**config.mk**
```make
export PLATFORM = sky130hd
export DESIGN_NAME = ft232h_asynfifo_w_frame
export DESIGN_NICKNAME = d
export VERILOG_FILES = /design/src/rtl/ft232h_pkg.sv /design/src/rtl/ft232h_sync2.sv /design/src/rtl/ft232h_asynfifo_w_frame.sv
export SDC_FILE = /design/constraint.sdc
export NUM_CORES = 1
export LEC_CHECK = 0
export CORE_MARGIN = 2
export CORE_UTILIZATION = 50
export CTS_CLUSTER_SIZE = 30
export DETAILED_ROUTE_END_ITERATION = 12
export PLACE_DENSITY = 0.85
export SLEW_MARGIN = 20
export SYNTH_ARGS = -nofsm -noshare
export SYNTH_HDL_FRONTEND = slang
export SYNTH_HIERARCHICAL = 1
export SYNTH_SLANG_ARGS = --single-unit
```
**constraint.sdc**
```tcl
create_clock -name i_clk -period 2.8 [get_ports i_clk]
set_input_delay 0.28 -clock i_clk [delete_from_list [all_inputs] [get_ports i_clk]]
set_output_delay 0.28 -clock i_clk [all_outputs]
set_load 0.1 [all_outputs]
```
**src/rtl/ft232h_pkg.sv**
```systemverilog
// Shared definitions for the FT232H 245-FIFO link: frame constants,
// transmit FSM state encoding and the frame checksum.
package ft232h_pkg;

   localparam int unsigned FRAME_LEN   = 8;
   localparam logic [7:0]  HEADER0_DEF = 8'hAB;
   localparam logic [7:0]  HEADER1_DEF = 8'hBA;

   typedef enum logic [2:0] {
      ST_IDLE,
      ST_WAIT_TXE,
      ST_SETUP,
      ST_STROBE,
      ST_RELEASE
   } state_t;

   function automatic logic [7:0] frame_chk(input logic [7:0] cmd, input logic [31:0] data);
      return cmd ^ data[31:24] ^ data[23:16] ^ data[15:8] ^ data[7:0];
   endfunction

endpackage

```
**src/rtl/ft232h_sync2.sv**
```systemverilog
// Generic 2-flop synchronizer for FT232H status pins (TXE#, RXF#).
// RST_VAL should be the pin's inactive level so reset never looks like "ready".
module ft232h_sync2 #(
   parameter int unsigned      WIDTH   = 1,
   parameter logic [WIDTH-1:0] RST_VAL = '0
) (
   input  logic             i_clk,
   input  logic             i_rst,
   input  logic [WIDTH-1:0] i_async,
   output logic [WIDTH-1:0] o_sync
);

   logic [WIDTH-1:0] meta;

   always_ff @(posedge i_clk) begin
      if (i_rst) begin
         meta   <= RST_VAL;
         o_sync <= RST_VAL;
      end else begin
         meta   <= i_async;
         o_sync <= meta;
      end
   end

endmodule

```
**src/rtl/ft232h_asynfifo_w_frame.sv**
```systemverilog
// FT232H async 245-FIFO transmitter: sends HEADER0, HEADER1, cmd, data[31:0]
// (MSB first) and an XOR checksum as one 8-byte frame, one WR# strobe per byte.
module ft232h_asynfifo_w_frame
   import ft232h_pkg::*;
#(
   parameter logic [7:0]  HEADER0   = HEADER0_DEF,
   parameter logic [7:0]  HEADER1   = HEADER1_DEF,
   parameter int unsigned SETUP_CLK = 1,
   parameter int unsigned HOLD_CLK  = 2
) (
   input  logic        i_clk,
   input  logic        i_rst,
   input  logic        i_txe_n,
   output logic        o_wr_n,
   output logic [7:0]  o_data_out,
   output logic        o_data_oe,
   input  logic        i_start,
   input  logic [7:0]  i_cmd,
   input  logic [31:0] i_data,
   output logic        o_busy,
   output logic        o_done
);

   localparam int unsigned    PH_MAX     = (SETUP_CLK > HOLD_CLK) ? SETUP_CLK : HOLD_CLK;
   localparam int unsigned    PH_W       = (PH_MAX > 1) ? $clog2(PH_MAX) : 1;
   localparam logic [PH_W-1:0] SETUP_LAST = PH_W'(SETUP_CLK - 1);
   localparam logic [PH_W-1:0] HOLD_LAST  = PH_W'(HOLD_CLK - 1);
   localparam logic [2:0]     IDX_LAST   = 3'(FRAME_LEN - 1);

   state_t          state_q, state_d;
   logic [2:0]      idx_q, idx_d;
   logic [PH_W-1:0] phase_q, phase_d;
   logic            capture;
   logic            txe_s;

   logic [7:0]      cmd_q, chk_q;
   logic [31:0]     data_q;
   logic [7:0]      frame_byte;

   logic            wr_n_d, oe_d, busy_d, done_d;
   logic [7:0]      data_out_d;

   ft232h_sync2 #(
      .WIDTH   (1),
      .RST_VAL (1'b1)
   ) u_txe_sync (
      .i_clk   (i_clk),
      .i_rst   (i_rst),
      .i_async (i_txe_n),
      .o_sync  (txe_s)
   );

   always_ff @(posedge i_clk) begin
      if (i_rst) begin
         state_q    <= ST_IDLE;
         idx_q      <= '0;
         phase_q    <= '0;
         o_wr_n     <= 1'b1;
         o_data_oe  <= 1'b0;
         o_data_out <= '0;
         o_busy     <= 1'b0;
         o_done     <= 1'b0;
      end else begin
         state_q    <= state_d;
         idx_q      <= idx_d;
         phase_q    <= phase_d;
         o_wr_n     <= wr_n_d;
         o_data_oe  <= oe_d;
         o_data_out <= data_out_d;
         o_busy     <= busy_d;
         o_done     <= done_d;
      end
   end

   always_ff @(posedge i_clk) begin
      if (i_rst) begin
         cmd_q  <= '0;
         data_q <= '0;
         chk_q  <= '0;
      end else if (capture) begin
         cmd_q  <= i_cmd;
         data_q <= i_data;
         chk_q  <= frame_chk(i_cmd, i_data);
      end
   end

   always_comb begin
      frame_byte = '0;
      case (idx_d)
         3'd0:    frame_byte = HEADER0;
         3'd1:    frame_byte = HEADER1;
         3'd2:    frame_byte = cmd_q;
         3'd3:    frame_byte = data_q[31:24];
         3'd4:    frame_byte = data_q[23:16];
         3'd5:    frame_byte = data_q[15:8];
         3'd6:    frame_byte = data_q[7:0];
         default: frame_byte = chk_q;
      endcase
   end

   // Outputs are decoded from the next state and registered, so the pins
   // change on the same edge as the state register.
   always_comb begin
      state_d = state_q;
      idx_d   = idx_q;
      phase_d = phase_q;
      capture = 1'b0;
      done_d  = 1'b0;

      unique case (state_q)
         ST_IDLE: begin
            if (i_start) begin
               state_d = ST_WAIT_TXE;
               idx_d   = '0;
               capture = 1'b1;
            end
         end
         ST_WAIT_TXE: begin
            if (!txe_s) begin
               state_d = ST_SETUP;
               phase_d = '0;
            end
         end
         ST_SETUP: begin
            if (phase_q == SETUP_LAST) begin
               state_d = ST_STROBE;
               phase_d = '0;
            end else begin
               phase_d = phase_q + PH_W'(1);
            end
         end
         ST_STROBE: begin
            if (phase_q == HOLD_LAST) begin
               state_d = ST_RELEASE;
               phase_d = '0;
            end else begin
               phase_d = phase_q + PH_W'(1);
            end
         end
         ST_RELEASE: begin
            if (idx_q == IDX_LAST) begin
               state_d = ST_IDLE;
               done_d  = 1'b1;
            end else begin
               state_d = ST_WAIT_TXE;
               idx_d   = idx_q + 3'd1;
            end
         end
         default: state_d = ST_IDLE;
      endcase

      oe_d       = state_d inside {ST_SETUP, ST_STROBE, ST_RELEASE};
      wr_n_d     = (state_d != ST_STROBE);
      busy_d     = (state_d != ST_IDLE);
      data_out_d = oe_d ? frame_byte : 8'h00;
   end

endmodule

```
# After elaboration in Yosys (flattened, before gate mapping)
# Index checks and enable logic that the tools add are counted.
# classes
add_sub_neg,2
eq_ne,16
n_reduce_logical,8
bitwise_logic,6
muxes,17
# ops
operator,count
one-hot mux 8 bit (7 select lines),1
bitwise XOR 8 bit,4
equality test 3 x 2 -> 1 bit (second input constant),6
equality test 3 bit (second input constant),6
2-to-1 mux 3 bit,6
one-hot mux 3 bit (5 select lines),1
nonzero test 3 bit,3
2-to-1 mux 1 bit,7
equality test 3 x 1 -> 1 bit (second input constant),2
logical NOT 3 bit,2
one-hot mux 3 bit (2 select lines),1
OR reduction 2 bit,2
adder 3 x 1 -> 3 bit (second input constant),1
inequality test 3 x 2 -> 1 bit (second input constant),1
one-hot mux 1 bit (3 select lines),1
inequality test 2 bit (second input constant),1
inverter 1 bit,2
AND reduction 2 bit,1
adder 1 bit (second input constant),1
# word_totals
reg_bits,69
out_inout_bits,12
elab_cells,62
input_bits,44

# Longest topological paths before layout
# Gate-level depths: netlist (run 1).
# logic_depth
depth_word,7
depth_mapped,8
mapped_depth_nobuf,7

# By module
# The synthesis (run 1) kept the hierarchy.
# modules_own_cells
module,seq_area_each_um2,cells_per_inst,n_inst,area_each_um2
ft232h_asynfifo_w_frame,1341.3,382,1,3088.0
ft232h_sync2,40.0,4,1,52.6

# Worst setup path after synthesis (run 1)
# Ideal clock, no wire load.
# synth_path
path_type,reg-to-reg
startpoint,register idx_q[0]
endpoint,register o_data_out[6]
n_path_buf,1
arrival_time_ps,1867
setup_ps,119
required_ps,2681
stages_incl_launch_ff,9
synth_period_minus_slack_ps,1985
path_slack_ps,815
cell_sequence,dfxtp_1 ha_1 and3_1 nor4_2 a21o_1 buf_4 mux2i_1 nor3_1 o221a_2
# synth_via
elab_chain_len,7
word_cells_on_any_way,21
classes_between,1 x add/sub; 10 x eq/ne; 6 x mux; 1 x bitwise; 3 x reduce/logical
# synth_rtl
item,line_no,source
start: declaration,ft232h_asynfifo_w_frame.sv:31,"logic [2:0] idx_q, idx_d;"
start signal: assignment,ft232h_asynfifo_w_frame.sv:65,idx_q <= idx_d;
branches (longest 7 deep; another with adder 3 x 1 -> 3 bit),-,
end signal: assignment,ft232h_asynfifo_w_frame.sv:69,o_data_out <= data_out_d;
end: declaration,ft232h_asynfifo_w_frame.sv:15,"output logic [7:0] o_data_out,"
# Several ways; the timed one is not identified.
# A chain may end at the register's enable or synchronous reset.

# Worst setup path after layout (run 1)
# layout_path
startpoint,register idx_q[0]
endpoint,register o_data_out[0]
# Same word-level chain as after synthesis.

==> metrics.yaml, run 1 <==
detailed_routing:
  drcViolationCount: 0
  dr_total_vias: 2867
  antenna_left: 0
  wirelength_um: 7550
  first_pass_iters: 4
  wl_per_cell_um: 14.8
  vias_per_cell: 5.61
  drt_iter0_drc: 291
clock_network:
  cts_sinks: 69
  insertion_delay_ns: 0.34
  post-cts-setup-buffers: 0
  cts_resized: 0
  cts_max_path_buffers: 2
  cts_tree: "done"
  root_buffer: "clkbuf_8"
  cts_buffers: 9
  clk_pin_slew_worst_paths_ns: 0.07
  postCtsHoldBufs: 0
  htree_num_levels: 3
yosys:
  yosysSeqAreaShare: 0.440
  synth_edf_count: 0
  yosysTopAreaCell: "dfxtp_1"
  ys_warn_count: 6
  synthTopCellsByArea: "dfxtp_1 44%, nand2_1 13%, a21oi_1 10%"
  yosys.area.top_type_share: 0.440
  avgSynthCellArea_um2: 8.14
  postSynthCellCount: 386
  ys.flop_type: "dfxtp_1"
  async_flop_share: 0
  yosysUniqueCellTypes: 45
  syn-cell-area_um2: 3140
  synth_seq_cells: 69
  syn_nets: 431
min_path:
  hold_class: "reg -> reg"
worst_setup_path:
  cp_max_fo: 12
  critPathCaptureType: "flop"
  worstSetupPathType: "reg -> reg"
  path_delay_family: "compound AO/OA/AOI/OAI gates"
  crit_chain: "ha_1 -> and3_1 -> o41ai_1 -> and2_1 -> o21ai_0 -> a32oi_1 -> o221a_1"
  crit_required_ns: 3.08
  start_kind: "flop"
  cpMaxStageDelayCell: "o41ai_1"
  slowest_delay_ns: 0.48
  worst_ep_arrival_time_ns: 2.74
  path_buf_inv: 0
cells_and_area:
  fin_util: 0.645
  finish.instance_area_um2: 3860
  layout_commonest_cell: "nand2_1"
  register_area_um2: 1380
  synthToLayoutAreaGrowth_pct: 23.1
  n_fill_cell: 510
  multi_input_area_um2: 1640
  nNetsFinal: 478
  final_cell_mix: "112 x nand2_1, 69 x dfxtp_1, 64 x a21oi_1"
  antenna_cells: 0
  drive_gt1_frac: 0.0963
placed_design:
  placed_area_um2: 3680
  io_buffers: 55
  place_congestion: 0.920
  dp_hpwl_um: 5360
global_route:
  grt_max_degree: 59
  track_usage: 0.222
  antenna_found_initial: 0
  grt_overflow_total: 0
  grt_pass1_wl_um: 12500
  first_global_vias: 2755
timing:
  relSlewSlack: 0.564
  fmax_mhz: 407
  timing.final.crit_share: 0.878
  drv_slew: 0
  tns_ns: 0
  worstMarginPinSlew_ns: 0.654
  setup_viol: 0
  skew_ns: 0.00948
  period_minus_slack_ns: 2.46
  rsz0062_at_grt: "no"
  hold_viol_final: 0
die:
  rows: 28
  fp.dieW_um: 83.3
  initial_core_util: 0.524
  io_pins: 56
  coreArea_um2: 5990
  fp.dieArea_um2: 6930
  die_y_um: 83.3
power:
  power.total_mw: 2.20
  leakagePower_nw: 1.49
  power_density_nw_per_um2: 570
  ir_drop_uv: 380
run:
  cap_viol_max_count: 0
run_status:
  status: "completed"
## worst reg2reg max path, cell delays in order (launching register included)
cell	delay, ns
dfxtp_1	0.35
ha_1	0.28
and3_1	0.23
o41ai_1	0.48
and2_1	0.48
o21ai_0	0.17
a32oi_1	0.23
o221a_1	0.19
## flip-flops by register name, indices dropped and copies added (netlist names)
signal	count
u_txe_sync/o_sync	1
idx_q	3
o_data_out	8
o_data_oe	1
o_busy	1
cmd_q	8
o_wr_n	1
state_q	3
phase_q	1
data_q	32
u_txe_sync/meta	1
chk_q	8
o_done	1
## synthesized netlist by cell type (3+ instances only)
library cell  count
nand2_1         112
buf_2             5
a21oi_1          64
inv_1             3
a221oi_1          3
clkbuf_1         14
nor3_1            5
o21ai_0           3
a21o_1            3
xnor2_1          32
dfxtp_1          69
mux2i_1           8
nor2_1           14
or3_1             4
nand3_1           8
## final cells by class
class                   count  share of cell area
repair buffers             60               0.143
flip-flops and latches     69               0.357
inverters                   3             0.00291
well taps                  75              0.0243
clock buffers              10              0.0356
multi-input cells         290               0.424
clock inverters             4              0.0129
## through the flow
step,setup WS (ns),instances,hold WS [ns]
after floorplan,0.815,386,0.371
after global placement,0.369,497,0.400
after detailed placement,0.327,497,0.400
after CTS,0.407,511,0.418
after global routing,0.201,511,0.436
final,0.341,511,0.413
## power by group
group	leakage (nW)	switching [mW]	internal, mW
registers	0.564	0.0374	1.04
logic	0.831	0.188	0.156
clock network	0.0902	0.356	0.424
total	1.49	0.581	1.62
## cell families (layout without fill, tap and decap cells)
logic type / Yosys count / after routing / synth area share
AND/OR/NAND/NOR: 159 / 159 / 0.222
AO/OA/AOI/OAI: 90 / 90 / 0.179
flip-flops: 69 / 69 / 0.440
XOR/XNOR: 32 / 32 / 0.0892
buffers and inverters: 27 / 77 / 0.0402
multiplexers: 8 / 8 / 0.0255
adder cells (fa/ha/maj): 1 / 1 / 0.00398
## per-layer routing
metal  GRT usage  vias to the layer above  part of all wire
met1       0.258                     1327              0.40
met3      0.0726                       23             0.065
met4      0.0984                        0             0.040
li1            -                     1401                 -
met2       0.373                      116              0.49
met5           0                        -                 0
## final timing paths
kind / startpoint / endpoint / slack (ns) / cells past startpoint
max: idx_q[0]$_SDFF_PP0_ / o_data_out[0]$_SDFF_PP0_ / 0.34 / 7
min: u_txe_sync/meta$_SDFF_PP1_ / u_txe_sync/o_sync$_SDFF_PP1_ / 0.41 / 1
max reg2reg: idx_q[0]$_SDFF_PP0_ / o_data_out[0]$_SDFF_PP0_ / 0.34 / 7
min reg2reg: u_txe_sync/meta$_SDFF_PP1_ / u_txe_sync/o_sync$_SDFF_PP1_ / 0.41 / 1
No activity file was read; power rests on OpenSTA's default activity.
==> inputs of run 2 (changes only) <==
--- a/config.mk
+++ b/config.mk
@@ -5,7 +5,6 @@
 export SDC_FILE = /design/constraint.sdc
 export NUM_CORES = 1
 export LEC_CHECK = 0
-export CORE_MARGIN = 2
 export CORE_UTILIZATION = 50
 export CTS_CLUSTER_SIZE = 30
 export DETAILED_ROUTE_END_ITERATION = 12
==> run 2 against run 1 <==
Clock-buffer cell count grew 3; flip-flop and latch count did not move; core utilization is 0.77 points higher; via count is 2.1% lower; highest routed layer unchanged; largest power group unchanged; final area rose by 1.2%; non-clock buffer count is 1 higher; combinational power about the same; fmax is 2.1% higher; critical path type unchanged; sequential share of layout area decreased by 0.42 points; die area fell by 4.7%.
==> metrics.yaml, run 2 (synthesis gave the netlist of run 1 again) <==
run_status:
  status: "completed"
power:
  power.total_mw: 2.33
  power_density_nw_per_um2: 596
  leakagePower_nw: 1.51
  ir_drop_uv: 512
cells_and_area:
  nNetsFinal: 479
  drive_gt1_frac: 0.0979
  layout_commonest_cell: "nand2_1"
  register_area_um2: 1380
  synthToLayoutAreaGrowth_pct: 24.5
  largest_reg_flops: 32
  final_cell_mix: "112 x nand2_1, 69 x dfxtp_1, 64 x a21oi_1"
  antenna_cells: 0
  regMostFlops: "data_q"
  n_fill_cell: 510
  multi_input_area_um2: 1640
global_route:
  grt_overflow_total: 0
  first_global_vias: 2754
  antenna_found_initial: 0
  track_usage: 0.253
  grt_max_degree: 59
  grt_pass1_wl_um: 12500
timing:
  drv_slew: 0
  fmax_mhz: 415
  period_minus_slack_ns: 2.41
  worstMarginPinSlew_ns: 0.637
  setup_viol: 0
  timing.final.crit_share: 0.860
  tns_ns: 0
  rsz0062_at_grt: "no"
  skew_ns: 0.00847
  hold_viol_final: 0
  relSlewSlack: 0.575
run:
  cap_viol_max_count: 0
worst_setup_path:
  endpoint: "o_data_out[0]$_SDFF_PP0_"
  start_kind: "flop"
  worstSetupPathType: "reg -> reg"
  ff2ff_setup_slack_ns: 0.39
  r2r-start: "idx_q[0]$_SDFF_PP0_"
  critPathCaptureType: "flop"
  rr_worst_depth: 7
  cp_max_fo: 12
  crit_required_ns: 3.08
  crit_start: "idx_q[0]$_SDFF_PP0_"
  regToRegEndpoint: "o_data_out[0]$_SDFF_PP0_"
  worst_ep_arrival_time_ns: 2.69
die:
  rows: 28
  fp.dieW_um: 81.3
  initial_core_util: 0.524
  io_pins: 56
  coreArea_um2: 5990
  fp.dieArea_um2: 6600
  die_y_um: 81.3
detailed_routing:
  drcViolationCount: 0
  antenna_left: 0
  drt_iter0_drc: 202
  dr_total_vias: 2807
  first_pass_iters: 4
  wirelength_um: 7550
  wl_per_cell_um: 14.7
  vias_per_cell: 5.46
clock_network:
  clk_pin_slew_worst_paths_ns: 0.07
  htree_num_levels: 3
  root_buffer: "clkbuf_8"
  cts_buffers: 9
  cts_tree: "done"
  postCtsHoldBufs: 0
  cts_max_path_buffers: 2
  post-cts-setup-buffers: 0
  insertion_delay_ns: 0.35
  cts_sinks: 69
  cts_resized: 0
placed_design:
  place_congestion: 0.947
  io_buffers: 55
  dp_hpwl_um: 5350
min_path:
  hold_class: "reg -> reg"
## run 2: cell count changes in the layout (fill, tap and decap cells not counted)
cell	change
buf_4	+1
bufinv_16	+1
clkbuf_1	+2
clkbuf_8	+1
clkinv_2	-1
clkinvlp_4	-1
## run 2: worst min-delay path by stage
stage               depth (start not counted)  slack, ns                           end                        from
floorplan                                   1       0.37         state_q[0]$_SDFF_PP0_                       i_rst
global placement                            1       0.40  u_txe_sync/o_sync$_SDFF_PP1_  u_txe_sync/meta$_SDFF_PP1_
detailed placement                          1       0.39  u_txe_sync/o_sync$_SDFF_PP1_  u_txe_sync/meta$_SDFF_PP1_
CTS                                         3       0.40      o_data_out[3]$_SDFF_PP0_                       i_rst
global route                                1       0.43  u_txe_sync/o_sync$_SDFF_PP1_  u_txe_sync/meta$_SDFF_PP1_
finish                                      1       0.41  u_txe_sync/o_sync$_SDFF_PP1_  u_txe_sync/meta$_SDFF_PP1_
## run 2: cell type report
class,instances,area share
Multi-Input combinational cell,290,0.419
Sequential cell,69,0.353
Timing Repair Buffer,61,0.143
Clock buffer,13,0.0406
Clock inverter,3,0.0173
Tap cell,75,0.0240
Inverter,3,0.00288
## run 2: critical path: stages (launching register included)
cell     delay (ns)
dfxtp_1        0.35
ha_1           0.29
and3_1         0.24
o41ai_1        0.40
and2_1         0.48
o21ai_0        0.17
a32oi_1        0.23
o221a_1        0.20
## run 2: power by group
group          internal, mW  switching (mW)  leakage (nW)  total, mW
Combinational         0.156           0.188         0.835      0.344
Sequential             1.04          0.0375         0.564       1.08
Clock                 0.551           0.359         0.110      0.910
Total                  1.75           0.584          1.51       2.33
## run 2: per-stage QoR
stage	hold slack, ns	setup slack, ns	area [um2]	instances	util
4_1_cts	0.404	0.420	3910	514	0.653
2_1_floorplan	0.371	0.815	3140	386	-
5_1_grt	0.428	0.189	3910	514	0.653
3_3_place_gp	0.397	0.352	3680	498	0.615
3_5_place_dp	0.392	0.340	3680	498	0.615
6_report	0.406	0.392	3910	514	0.653
## run 2: layer usage
metal  GRT usage  wire length [um]  up-vias
met2       0.445              3860       96
met5           0                 0        -
met1       0.272              2970     1284
met3      0.0719               419       22
met4       0.138               299        0
li1            -                 -     1405
==> inputs of run 3 (changes only) <==
--- a/config.mk
+++ b/config.mk
@@ -5,6 +5,7 @@
 export SDC_FILE = /design/constraint.sdc
 export NUM_CORES = 1
 export LEC_CHECK = 0
+export ABC_CLOCK_PERIOD_IN_PS = 2800
 export CORE_UTILIZATION = 50
 export CTS_CLUSTER_SIZE = 30
 export DETAILED_ROUTE_END_ITERATION = 12
==> results of run 3 <==
Final layout, timing and power as in run 2 (identical DEF).
